## src/rtl/pool_seq_param_pkg.sv

```systemverilog
// Shared types, default parameters and helpers for the pooling-layer sequencer.
package pool_pkg;

  typedef enum logic [1:0] {
    IDLE  = 2'd0,
    READ  = 2'd1,
    DRAIN = 2'd2,
    DONE  = 2'd3
  } pool_state_e;

  localparam int unsigned DW_DEF        = 16;
  localparam int unsigned N1_DEF        = 10;
  localparam int unsigned N2_DEF        = 15;
  localparam int unsigned OUT_LANES_DEF = 70;
  localparam int unsigned PAIRS_DEF     = 16;
  localparam int unsigned IN_AW_DEF     = 7;
  localparam int unsigned OUT_AW_DEF    = 5;
  localparam int unsigned LAT_DEF       = 4;

  // Ceiling log2, never below 1 so it is usable as a vector width.
  function automatic int unsigned clog2(input int unsigned v);
    int unsigned r;
    longint unsigned x;
    r = 0;
    x = 1;
    while (x < longint'(v)) begin
      x = x << 1;
      r = r + 1;
    end
    return (r == 0) ? 1 : r;
  endfunction

endpackage

```

## src/rtl/pool_seq_param_if.sv

```systemverilog
// BRAM read/write and max-pool result bus between the sequencer and its datapath.
interface pool_seq_param_if
  import pool_pkg::*;
#(
  parameter int unsigned DW        = DW_DEF,
  parameter int unsigned N1        = N1_DEF,
  parameter int unsigned N2        = N2_DEF,
  parameter int unsigned OUT_LANES = OUT_LANES_DEF,
  parameter int unsigned IN_AW     = IN_AW_DEF,
  parameter int unsigned OUT_AW    = OUT_AW_DEF
);

  logic [N1*DW-1:0]        pool_res_1;
  logic [N2*DW-1:0]        pool_res_2;
  logic                    rd_ena;
  logic                    rd_enb;
  logic [IN_AW-1:0]        rd_addra;
  logic [IN_AW-1:0]        rd_addrb;
  logic                    wr_we;
  logic [OUT_AW-1:0]       wr_addr;
  logic [OUT_LANES*DW-1:0] wr_din;

  modport master (
    input  pool_res_1, pool_res_2,
    output rd_ena, rd_enb, rd_addra, rd_addrb, wr_we, wr_addr, wr_din
  );

  modport slave (
    output pool_res_1, pool_res_2,
    input  rd_ena, rd_enb, rd_addra, rd_addrb, wr_we, wr_addr, wr_din
  );

endinterface

```

## src/rtl/pool_seq_param_vld_delay.sv

```systemverilog
// Read-valid token delay line matching the BRAM + max-tree latency; flush kills in-flight tokens.
module vld_delay #(
  parameter int unsigned LAT = 4
) (
  input  logic clk,
  input  logic rst_n,
  input  logic flush,
  input  logic din,
  output logic dout
);

  logic [LAT-1:0] sr_q;

  if (LAT == 1) begin : g_single
    always_ff @(posedge clk) begin
      if (!rst_n || flush) sr_q <= '0;
      else                 sr_q <= din;
    end
  end else begin : g_multi
    always_ff @(posedge clk) begin
      if (!rst_n || flush) sr_q <= '0;
      else                 sr_q <= {sr_q[LAT-2:0], din};
    end
  end

  assign dout = sr_q[LAT-1];

endmodule

```

## src/rtl/pool_seq_param.sv

```systemverilog
// Pooling-layer sequencer: issues paired input BRAM reads, waits for the max-pool result,
// and writes one packed, zero-padded output word per pair.
module pool_seq_param
  import pool_pkg::*;
#(
  parameter int unsigned DW        = DW_DEF,
  parameter int unsigned N1        = N1_DEF,
  parameter int unsigned N2        = N2_DEF,
  parameter int unsigned OUT_LANES = OUT_LANES_DEF,
  parameter int unsigned PAIRS     = PAIRS_DEF,
  parameter int unsigned IN_AW     = IN_AW_DEF,
  parameter int unsigned OUT_AW    = OUT_AW_DEF,
  parameter int unsigned LAT       = LAT_DEF
) (
  input  logic                clk,
  input  logic                rst_n,
  input  logic                pool_en,
  pool_seq_param_if.master    bus,
  output logic                busy,
  output logic                finish
);

  localparam int unsigned CW = clog2(PAIRS + 1);
  localparam int unsigned OW = OUT_LANES * DW;

  localparam logic [1:0] ST_IDLE  = 2'(IDLE);
  localparam logic [1:0] ST_READ  = 2'(READ);
  localparam logic [1:0] ST_DRAIN = 2'(DRAIN);
  localparam logic [1:0] ST_DONE  = 2'(DONE);

  if ((OUT_LANES < N1 + N2) || (2 * PAIRS > 2 ** IN_AW) || (PAIRS > 2 ** OUT_AW) || (LAT == 0))
  begin : g_bad_cfg
    $fatal(1, "pool_seq_param: invalid parameter combination");
  end

  logic [1:0]        state_q, state_nxt;
  logic              pool_en_q;
  logic [CW-1:0]     rd_cnt_q, rd_cnt_nxt;
  logic [CW-1:0]     wr_cnt_q, wr_cnt_nxt;
  logic              rd_en_q, rd_en_nxt;
  logic [IN_AW-1:0]  rd_addra_q, rd_addra_nxt;
  logic [IN_AW-1:0]  rd_addrb_q, rd_addrb_nxt;
  logic              wr_we_q, wr_we_nxt;
  logic [OUT_AW-1:0] wr_addr_q, wr_addr_nxt;
  logic [OW-1:0]     wr_din_q, wr_din_nxt;
  logic              busy_nxt, finish_nxt;
  logic              active_c, abort_c, vld_tail_c;

  vld_delay #(.LAT(LAT)) u_vld_delay (
    .clk   (clk),
    .rst_n (rst_n),
    .flush (abort_c),
    .din   (rd_en_q),
    .dout  (vld_tail_c)
  );

  // Next-state, read issue and write packing.
  always_comb begin
    state_nxt    = state_q;
    rd_cnt_nxt   = rd_cnt_q;
    wr_cnt_nxt   = wr_cnt_q;
    rd_en_nxt    = 1'b0;
    rd_addra_nxt = rd_addra_q;
    rd_addrb_nxt = rd_addrb_q;
    wr_we_nxt    = 1'b0;
    wr_addr_nxt  = wr_addr_q;
    wr_din_nxt   = wr_din_q;
    active_c     = (state_q == ST_READ) || (state_q == ST_DRAIN);
    abort_c      = active_c && !pool_en;

    case (state_q)
      ST_IDLE: begin
        if (pool_en && !pool_en_q) begin
          state_nxt  = ST_READ;
          rd_cnt_nxt = '0;
          wr_cnt_nxt = '0;
        end
      end
      ST_READ: begin
        if (!pool_en)                        state_nxt = ST_IDLE;
        else if (rd_cnt_q == CW'(PAIRS))     state_nxt = ST_DRAIN;
      end
      ST_DRAIN: begin
        if (!pool_en)                        state_nxt = ST_IDLE;
        else if (wr_cnt_q == CW'(PAIRS))     state_nxt = ST_DONE;
      end
      ST_DONE: begin
        if (!pool_en)                        state_nxt = ST_IDLE;
      end
      default:                               state_nxt = ST_IDLE;
    endcase

    if (state_nxt == ST_READ) begin
      rd_en_nxt    = 1'b1;
      rd_addra_nxt = IN_AW'({rd_cnt_nxt, 1'b0});
      rd_addrb_nxt = IN_AW'({rd_cnt_nxt, 1'b1});
      rd_cnt_nxt   = rd_cnt_nxt + CW'(1);
    end

    // Capture the pool result on the cycle its valid token leaves the delay line.
    if (active_c && !abort_c && vld_tail_c) begin
      wr_we_nxt   = 1'b1;
      wr_addr_nxt = OUT_AW'(wr_cnt_q);
      wr_din_nxt  = OW'({bus.pool_res_1, bus.pool_res_2});
      wr_cnt_nxt  = wr_cnt_q + CW'(1);
    end

    busy_nxt   = (state_nxt == ST_READ) || (state_nxt == ST_DRAIN);
    finish_nxt = (state_nxt == ST_DONE);
  end

  always_ff @(posedge clk) begin
    if (!rst_n) begin
      state_q    <= ST_IDLE;
      pool_en_q  <= 1'b0;
      rd_cnt_q   <= '0;
      wr_cnt_q   <= '0;
      rd_en_q    <= 1'b0;
      rd_addra_q <= '0;
      rd_addrb_q <= '0;
      wr_we_q    <= 1'b0;
      wr_addr_q  <= '0;
      wr_din_q   <= '0;
      busy       <= 1'b0;
      finish     <= 1'b0;
    end else begin
      state_q    <= state_nxt;
      pool_en_q  <= pool_en;
      rd_cnt_q   <= rd_cnt_nxt;
      wr_cnt_q   <= wr_cnt_nxt;
      rd_en_q    <= rd_en_nxt;
      rd_addra_q <= rd_addra_nxt;
      rd_addrb_q <= rd_addrb_nxt;
      wr_we_q    <= wr_we_nxt;
      wr_addr_q  <= wr_addr_nxt;
      wr_din_q   <= wr_din_nxt;
      busy       <= busy_nxt;
      finish     <= finish_nxt;
    end
  end

  assign bus.rd_ena   = rd_en_q;
  assign bus.rd_enb   = rd_en_q;
  assign bus.rd_addra = rd_addra_q;
  assign bus.rd_addrb = rd_addrb_q;
  assign bus.wr_we    = wr_we_q;
  assign bus.wr_addr  = wr_addr_q;
  assign bus.wr_din   = wr_din_q;

endmodule

```

## src/flat_wrapper.sv

```systemverilog
// flat-port wrapper written by rule: the top's interface ports become plain ports
module pool_seq_param_flat import pool_pkg::*;
#(
  parameter int unsigned DW        = DW_DEF,
  parameter int unsigned N1        = N1_DEF,
  parameter int unsigned N2        = N2_DEF,
  parameter int unsigned OUT_LANES = OUT_LANES_DEF,
  parameter int unsigned PAIRS     = PAIRS_DEF,
  parameter int unsigned IN_AW     = IN_AW_DEF,
  parameter int unsigned OUT_AW    = OUT_AW_DEF,
  parameter int unsigned LAT       = LAT_DEF
)
  (clk, rst_n, pool_en, busy, finish, bus_pool_res_1, bus_pool_res_2, bus_rd_ena, bus_rd_enb, bus_rd_addra, bus_rd_addrb, bus_wr_we, bus_wr_addr, bus_wr_din);
  pool_seq_param_if #(.DW(DW), .N1(N1), .N2(N2), .OUT_LANES(OUT_LANES), .IN_AW(IN_AW), .OUT_AW(OUT_AW)) bus_i ();
  input  logic clk;
  input  logic rst_n;
  input  logic pool_en;
  output logic busy;
  output logic finish;
  input wire logic [$bits(bus_i.pool_res_1)-1:0] bus_pool_res_1;
  input wire logic [$bits(bus_i.pool_res_2)-1:0] bus_pool_res_2;
  output wire logic [$bits(bus_i.rd_ena)-1:0] bus_rd_ena;
  output wire logic [$bits(bus_i.rd_enb)-1:0] bus_rd_enb;
  output wire logic [$bits(bus_i.rd_addra)-1:0] bus_rd_addra;
  output wire logic [$bits(bus_i.rd_addrb)-1:0] bus_rd_addrb;
  output wire logic [$bits(bus_i.wr_we)-1:0] bus_wr_we;
  output wire logic [$bits(bus_i.wr_addr)-1:0] bus_wr_addr;
  output wire logic [$bits(bus_i.wr_din)-1:0] bus_wr_din;
  assign bus_i.pool_res_1 = bus_pool_res_1;
  assign bus_i.pool_res_2 = bus_pool_res_2;
  assign bus_rd_ena = bus_i.rd_ena;
  assign bus_rd_enb = bus_i.rd_enb;
  assign bus_rd_addra = bus_i.rd_addra;
  assign bus_rd_addrb = bus_i.rd_addrb;
  assign bus_wr_we = bus_i.wr_we;
  assign bus_wr_addr = bus_i.wr_addr;
  assign bus_wr_din = bus_i.wr_din;
  pool_seq_param #(.DW(DW), .N1(N1), .N2(N2), .OUT_LANES(OUT_LANES), .PAIRS(PAIRS), .IN_AW(IN_AW), .OUT_AW(OUT_AW), .LAT(LAT)) u_core (.clk(clk), .rst_n(rst_n), .pool_en(pool_en), .bus(bus_i), .busy(busy), .finish(finish));
endmodule
```

## config.mk

```make
export PLATFORM = sky130hd
export DESIGN_NAME = pool_seq_param_flat
export DESIGN_NICKNAME = d
export VERILOG_FILES = /design/src/rtl/pool_seq_param_pkg.sv /design/src/rtl/pool_seq_param_if.sv /design/src/rtl/pool_seq_param_vld_delay.sv /design/src/rtl/pool_seq_param.sv /design/src/flat_wrapper.sv
export SDC_FILE = /design/constraint.sdc
export NUM_CORES = 1
export LEC_CHECK = 0
export ABC_AREA = 0
export BUFFER_PORTS_ARGS = -buffer_cell sky130_fd_sc_hd__buf_2
export CORE_AREA = 5 5 605 607
export CTS_CLUSTER_DIAMETER = 50
export CTS_CLUSTER_SIZE = 24
export DETAILED_ROUTE_END_ITERATION = 12
export DIE_AREA = 0 0 610 612
export MAX_ROUTING_LAYER = met4
export SYNTH_ARGS = -nofsm -noshare
export SYNTH_HDL_FRONTEND = slang
export SYNTH_HIERARCHICAL = 1
export SYNTH_SLANG_ARGS = --single-unit
export TNS_END_PERCENT = 30
```

## constraint.sdc

```tcl
create_clock -name clk -period 3.4 [get_ports clk]
set_input_delay 0.34 -clock clk [delete_from_list [all_inputs] [get_ports clk]]
set_output_delay 0.34 -clock clk [all_outputs]
set_load 0.01 [all_outputs]
```

# --- Word level (Yosys, flattened, before mapping) ---
# Cells that the tools add are included.
op_classes:
  addsub: 2
  eq_ne: 8
  n_mux: 15
  n_reduce_logical: 15
op_table:
  columns: ["operator", "n"]
  rows:
  - ["$mux W5", 6]
  - ["$mux W2", 6]
  - ["$add A5 B1 Y5 const B", 2]
  - ["$eq A5 B5 Y1 const B", 2]
  - ["$eq A2 B2 Y1 const B", 4]
  - ["$pmux W2 S4", 1]
  - ["$eq A2 B1 Y1 const B", 2]
  - ["$logic_and A1 B1 Y1", 4]
  - ["$logic_not A1 Y1", 4]
  - ["$reduce_bool A2 Y1", 2]
  - ["$logic_or A1 B1 Y1", 3]
  - ["$logic_not A2 Y1", 1]
  - ["$mux W1", 2]
  - ["$reduce_and A2 Y1", 1]
word_totals:
  ff_bits: 437
  inputBits: 403
  out_inout_bits: 1144
  wordCells: 53

# --- Depth between registers and ports, before layout ---
# Gate-level depths: netlist of the first run.
logic_depth:
  ltp_word: 8
  depth_mapped: 11
  mapped_depth_nobuf: 10

# --- Hierarchy ---
# The synthesis of the first run kept the hierarchy.
modules_own_cells:
  columns: ["mod", "instances", "cells_per_inst", "area_each_um2", "seq_area_each_um2"]
  rows:
  - ["pool_seq_param", 1, 2608, 21469.3, 8568.2]
  - ["vld_delay", 1, 8, 115.1, 80.1]

# --- Least setup slack after synthesis of the first run ---
# No wires, ideal clock.
synth_path:
  kind: "register to register"
  start: "register u_core.state_q[0]"
  end: "register u_core.rd_cnt_q[3]"
  setup_ns: 0.114
  arrival_ns: 2.261
  required_ns: 3.286
  slack_ns: 1.025
  stages_incl_launch_ff: 11
  n_path_buf: 1
  synth_period_minus_slack_ns: 2.375
  path_cell_list: "dfxtp_1 > inv_1 > ha_1 > and4b_1 > a32oi_1 > o31ai_1 > ha_1 > clkbuf_1 > nand4_1 > xor2_1 > nor2_1"
synth_between:
  elab_chain_len: 5
  elab_cells_between_ends: 15
  cone_classes: "1 x add/sub; 4 x eq/ne; 9 x mux; 1 x reduce/logical"
synth_lines:
  columns: ["item", "line", "rtl"]
  rows:
  - ["from (decl)", "pool_seq_param.sv:36", "logic [1:0] state_q, state_nxt;"]
  - ["from (signal assigned)", "pool_seq_param.sv:127", "state_q <= state_nxt;"]
  - ["$mux W2 (on tied branches)", "pool_seq_param.sv:85, pool_seq_param.sv:81", null]
  - ["$mux W2 (on tied branches)", "pool_seq_param.sv:84, pool_seq_param.sv:80", null]
  - ["$pmux W2 S4 *", "pool_seq_param.sv:71", "case (state_q)"]
  - ["via u_core.state_nxt[0]", "pool_seq_param.sv:36", null]
  - ["$eq A2 B1 Y1 *", "pool_seq_param.sv:93", "if (state_nxt == ST_READ) begin"]
  - ["$mux W5 *", "pool_seq_param.sv:93", null]
  - ["to (signal assigned)", "pool_seq_param.sv:129", "rd_cnt_q <= rd_cnt_nxt;"]
  - ["to (decl)", "pool_seq_param.sv:38", "logic [CW-1:0] rd_cnt_q, rd_cnt_nxt;"]
# The timed path passes the listed nets; every way through them passes the cells marked *.
# A chain may end at the register's enable or synchronous reset.

# --- Worst setup path in the final report of the first run ---
layout_path:
  start: "register u_core.state_q[0]"
  end: "register u_core.rd_cnt_q[1]"
# The elaborated chain is that of the path after synthesis.

==> results of run 1 <==
per-layer routing:
layer	share of wire, %	track usage [%]
met5	0	-
met4	5.2	3.66
met3	22	8.23
met2	43	12.8
met1	31	7.61
through the flow:
step,instance area [um2],hold slack [ns],std cells
6_report,35300,0.0930,8687
5_1_grt,35300,0.0654,8681
4_1_cts,35200,0.00897,8653
3_5_place_dp,28700,0.443,8118
3_3_place_gp,28700,0.439,8118
2_1_floorplan,24300,0.448,3338
flip-flops by register name (all words and copies together) (netlist names):
| name | flops |
|---|---|
| u_core/bus.wr_we | 1 |
| u_core/busy | 1 |
| u_core/pool_en_q | 1 |
| u_core/wr_cnt_q | 5 |
| u_core/bus.rd_ena | 1 |
| u_core/finish | 1 |
| u_core/bus.wr_addr | 5 |
| u_core/bus.wr_din | 400 |
| u_core/rd_cnt_q | 5 |
| u_core/state_q | 2 |
| u_core/u_vld_delay/sr_q | 4 |
| u_core/bus.rd_addrb | 6 |
critical path, delay by kind of cell, from the launching register on:
| kind | cells | cell delay, ns |
|---|---|---|
| buffers and inverters | 1 | 0.12 |
| DFF | 1 | 0.42 |
| and+or+nand+nor | 2 | 0.40 |
| AOI/OAI and AO/OA | 2 | 0.64 |
| adders and majority gates | 2 | 0.80 |
| muxes | 1 | 0.39 |
Yosys cell counts, types with 5 or more instances:
cell type / count / area, um2
inv_1: 5 / 18.8
buf_6: 10 / 113
nand2_1: 818 / 3070
ha_1: 11 / 138
nand2b_1: 5 / 31.3
a21boi_1: 100 / 751
dfxtp_1: 432 / 8650
buf_4: 735 / 5520
clkbuf_1: 82 / 308
buf_2: 42 / 210
and2_1: 12 / 75.1
nor2_1: 6 / 22.5
a21boi_0: 313 / 2350
nand3_1: 6 / 30.0
final timing paths:
kind                                        startpoint                endpoint  slack (ns)  cells past startpoint
worst max-delay path                 u_core/state_q[0]      u_core/rd_cnt_q[1]        0.52                      8
worst min-delay path                             rst_n  u_core/bus.wr_din[233]        0.09                      2
worst max register to register       u_core/state_q[0]      u_core/rd_cnt_q[1]        0.52                      8
worst min register to register  u_core/bus.wr_din[283]  u_core/bus.wr_din[283]        0.45                      2
cell type report:
type,count,area [um2],share of cell area [%]
timing repair buffer,1257,8530,24.2
clock buffer,93,2100,5.95
multi-input combinational,2031,9470,26.8
sequential,432,8650,24.5
antenna,34,85.1,0.241
clock inverter,41,442,1.25
inverter,5,18.8,0.0532
tap,4794,6000,17.0
power breakdown:
group	total [mW]	internal (mW)	switching (mW)	leakage, nW
clock	7.93	4.72	3.21	1.24
sequential	5.09	5.08	0.0147	3.48
combinational	1.38	0.573	0.810	9.58
total	14.4	10.4	4.03	14.3
repair_timing:
action	CTS	global route
hold endpoints to repair	401	0
resized for setup	0	0
setup endpoints to repair	0	0
hold buffers	401	0
kinds of logic (layout without fill, tap and decap cells):
kind of cell	Yosys count	after routing	synth area share [%]
buffers and inverters	875	1396	28.7
AND/OR/NAND/NOR	867	867	15.7
flip-flops	432	432	40.1
AO/OA/AOI/OAI	424	424	14.7
adder cells (fa/ha/maj)	11	11	0.638
XOR/XNOR	4	4	0.162
multiplexers	2	2	0.0985
other	1	757	0.0174
==> flow_metrics.tcl, run 1 <==
set metrics [dict create \
    drtIter0Drc 1397 \
    drv_slew 0 \
    end_kind "flop" \
    routed_wl_um 169000 \
    finalHoldViolations 0 \
    synth_edf_count 0 \
    async_flop_share_pct 0 \
    die_w_um 610 \
    row_count 221 \
    port_buffers 823 \
    path_clk_slew_ns 0.06 \
    io_pins 1547 \
    setup_viol 0 \
    cp_common_cell "ha_1" \
    crit_fanout 15 \
    fin_crit_sh_pct 84.8 \
    tns_ns 0 \
    power.total_mw 14.4 \
    synthCells 2616 \
    drc 0 \
    htree_levels 3 \
    nNetsFinal 4218 \
    grt_setup_unrepaired "false" \
    dp_hpwl_um 148000 \
    maxCapViolCount 0 \
    maxSlewHeadroom_pct 51.4 \
    cts_tree "yes" \
    final_layout_size_suffix_gt1_share_pct 25.6 \
    critPathLaunchType "flop" \
    cp_slowest_cell "ha_1" \
    ant_nets 0 \
    via_per_inst 2.33 \
    area_delta_synth_final_pct 63.5 \
    clock.fmax_mhz 347 \
    synth_seq_cells 432 \
    grt_pass1_wl_um 201000 \
    wl_per_cell_um 19.5 \
    grt_antenna_before_repair 150 \
    grt_overflow 0 \
    ys_types 38 \
    grt_pass1_vias 18400 \
    slowest_delay_ns 0.55 \
    worstSetupPathType "flop to flop" \
    cellLeakagePower_nw 14.3 \
    initial_core_util_pct 5.99 \
    required_ns 4.05 \
    via_count 20200 \
    final_util_pct 9.79 \
    finClkSkew_ns 0.0473 \
    dieHeight_um 612 \
    yosysWarnings 6 \
    avgSynthCellArea_um2 8.25 \
    firstDrtPassIters 5 \
    layout_commonest_cell "buf_2" \
    final_cell_mix "buf_2, nand2_1, conb_1" \
    setup_ws_ns 0.518 \
    post-cts-setup-buffers 0 \
    cp.arrival_ns 3.53 \
    gp_congestion 0.829 \
    clock-sinks 432 \
    clock_path_buffers 4 \
    clk_latency_ns 0.75 \
    grt_use_total_pct 8.69 \
    dpl_worst_slack_ns 0.591 \
    cts_made_buffers 77 \
    status "finished clean" \
    cts_root_buffer "clkbuf_16" \
    yosysSeqAreaShare_pct 40.1 \
    synth_area_um2 21600 \
    die-area_um2 373000 \
    ys.flop_type "dfxtp_1" \
    fin_crit_ns 2.88 \
    fillers 42000 \
    crit_path_cell_trace "inv_1, ha_1, and4b_1, a32oi_1, o31ai_1, ha_1, mux2_2, and2_1" \
    coreArea_um2 361000 \
    hp-class "primary input to flop" \
    ir_drop_mv 0.313 \
    power_density_nw_per_um2 408 \
    grt_max_degree 96 \
    tightest_slew_ns 0.728 \
]
No activity file was read; power rests on OpenSTA's default activity.
==> inputs of run 2 (changes only) <==
--- a/config.mk
+++ b/config.mk
@@ -5,13 +5,13 @@
 export SDC_FILE = /design/constraint.sdc
 export NUM_CORES = 1
 export LEC_CHECK = 0
-export ABC_AREA = 0
+export ABC_AREA = 1
 export BUFFER_PORTS_ARGS = -buffer_cell sky130_fd_sc_hd__buf_2
-export CORE_AREA = 5 5 605 607
+export CORE_AREA = 5 5 607 609
 export CTS_CLUSTER_DIAMETER = 50
 export CTS_CLUSTER_SIZE = 24
 export DETAILED_ROUTE_END_ITERATION = 12
-export DIE_AREA = 0 0 610 612
+export DIE_AREA = 0 0 612 614
 export MAX_ROUTING_LAYER = met4
 export SYNTH_ARGS = -nofsm -noshare
 export SYNTH_HDL_FRONTEND = slang
==> constraint.sdc (replaced) <==
create_clock -name clk -period 2.8 [get_ports clk]
set_input_delay 0.28 -clock clk [delete_from_list [all_inputs] [get_ports clk]]
set_output_delay 0.28 -clock clk [all_outputs]
set_load 0.01 [all_outputs]
==> run 2 against run 1 <==
Net effect: global-route usage grew 0.56 points; utilization shrank 0.16 points; critical endpoint is now u_core/bus.wr_din[373]; setup slack lost 0.12 ns; die area grew 0.66%; count of clock-buffer cells in the layout grew 1; combinational power grew 22%; synthesized cell count grew 0.96%; largest cell class is now non-clock buffers; critical path type unchanged; highest routed layer unchanged.
==> flow_metrics.tcl, run 2 <==
set metrics [dict create \
    hp-class "primary input to flop" \
    synth-simple-area-share_pct 16.2 \
    ys.flop_type "dfxtp_1" \
    die-area_um2 376000 \
    port_buffers 823 \
    final_util_pct 9.63 \
    grt_max_degree 102 \
    finClkSkew_ns 0.0905 \
    clk_latency_ns 0.82 \
    grt_overflow 0 \
    async_flop_share_pct 0 \
    ant_nets 0 \
    synthAdderAreaFrac_pct 0.673 \
    yosysWarnings 6 \
    via_per_inst 2.33 \
    yosysSeqAreaShare_pct 42.3 \
    grt_setup_unrepaired "false" \
    fin_crit_ns 2.40 \
    post-cts-setup-buffers 0 \
    via_count 20400 \
    gp_congestion 0.773 \
    final_layout_size_suffix_gt1_share_pct 26.3 \
    grt_busiest_layer "met2" \
    synth_edf_count 0 \
    drtIter0Drc 1175 \
    required_ns 3.46 \
    synth_most_common_cell "nand2_1" \
    synth_seq_cells 432 \
    worstSetupPathType "flop to flop" \
    ctsHoldBuffers 402 \
    avgSynthCellArea_um2 7.74 \
    power_density_nw_per_um2 540 \
    area_delta_synth_final_pct 70.3 \
    largest_reg_flops 400 \
    clock-sinks 432 \
    multiInputGateArea_um2 8340 \
    row_count 221 \
    initial_core_util_pct 5.65 \
    cts_root_buffer "clkbuf_16" \
    grt_antenna_before_repair 135 \
    synth_compound_area_share_pct 10.6 \
    synth_top_family_by_area "buffers and inverters" \
    regArea_um2 8650 \
    fin_crit_sh_pct 85.8 \
    path_clk_slew_ns 0.06 \
    layout_commonest_cell "nand2_1" \
    grt_pass1_wl_um 214000 \
    synth_top_cells_by_area "dfxtp_1, buf_4, nand2_1, a21oi_1, buf_2" \
    htree_levels 3 \
    clock_path_buffers 4 \
    dp_hpwl_um 160000 \
    firstDrtPassIters 5 \
    finalHoldViolations 0 \
    coreArea_um2 362000 \
    die_w_um 612 \
    grt_pass1_vias 19000 \
    grtUsageMet1_pct 9.30 \
    synth_top_cell_area_share_pct 42.3 \
    drv_slew 0 \
    final_cell_mix "nand2_1, buf_2, conb_1" \
    synthCells 2641 \
    crit_fanout 69 \
    setup_viol 0 \
    dieHeight_um 614 \
    cellLeakagePower_nw 14.3 \
    fillers 42200 \
    synth_area_um2 20500 \
    tns_ns 0 \
    synth_common_cells "nand2_1, buf_4, dfxtp_1" \
    clock.fmax_mhz 416 \
    wl_per_cell_um 20.8 \
    io_pins 1547 \
    cts_tree "yes" \
    ir_drop_mv 0.418 \
    hold_ws_ns 0.104 \
    grt_use_total_pct 9.25 \
    tightest_slew_ns 0.916 \
    cts_made_buffers 87 \
    met3_usage_pct 6.52 \
    ys_types 20 \
    grtUsageMet2_pct 14.2 \
    synth-xor-area-share_pct 0 \
    critPathLaunchType "flop" \
    synth_mux_area_share_pct 0 \
    cts_resized 0 \
    synth_top_area_cell "dfxtp_1" \
    nNetsFinal 4278 \
    routed_wl_um 182000 \
    cp.arrival_ns 3.06 \
    drc 0 \
    end_kind "flop" \
    maxSlewHeadroom_pct 38.9 \
    status "finished clean" \
    maxCapViolCount 0 \
]
==> run 2: critical path, stage by stage, from the launching register on <==
cell and delay, ns:
dfxtp_1 0.38, inv_1 0.11, ha_1 0.36, nand3_4 0.15, buf_12 0.30, buf_4 0.58, nand2_1 0.11, a21oi_1 0.21
==> run 2: cells by family (layout without fill, tap and decap cells) <==
logic type      Yosys count  after routing
compound gates          433            433
simple gates            873            873
buf+inv                 891           1458
other cells               1            746
flops                   432            432
fa+ha+maj                11             11
==> run 2: final cells by class <==
cell class                      instances  area share (%)
Antenna cell                           23           0.165
Clock buffer                           94            6.50
Clock inverter                         61            2.04
Inverter                               24           0.302
Multi-Input combinational cell       2040            23.9
Sequential cell                       432            24.8
Tap cell                             4794            17.2
Timing Repair Buffer                 1279            25.0
==> run 2: where the power goes <==
group | internal [mW] | switching (mW) | total (mW)
Combinational | 0.639 | 1.05 | 1.69
Clock | 6.66 | 4.25 | 10.9
Sequential | 6.18 | 0.0288 | 6.21
Total | 13.5 | 5.33 | 18.8
==> run 2: metrics by stage <==
stage / worst slack, ns / cell area [um2] / cells / power (mW)
after floorplan: 0.878 / 23200 / 3363 / 7.66
after global placement: 0.527 / 27800 / 8167 / 7.36
after detailed placement: 0.486 / 27800 / 8167 / 7.36
after CTS: 0.412 / 34800 / 8724 / 19.3
after global routing: 0.252 / 34800 / 8739 / 19.6
final: 0.398 / 34800 / 8747 / 18.8
==> run 2: per-layer routing <==
metal	up-vias	wire (um)
met5	-	0
met2	1238	80600
met4	0	7170
met3	407	29500
met1	9378	64200
li1	9366	-
==> run 2: worst paths after layout <==
check | to | slack [ns] | cells after the start | from
hold / removal | u_core/bus.wr_din[318] | 0.10 | 3 | bus_pool_res_1[78]
setup / recovery | u_core/bus.wr_din[373] | 0.40 | 7 | u_core/state_q[0]
setup reg to reg | u_core/bus.wr_din[373] | 0.40 | 7 | u_core/state_q[0]
hold reg to reg | u_core/u_vld_delay/sr_q[3] | 0.40 | 2 | u_core/u_vld_delay/sr_q[2]
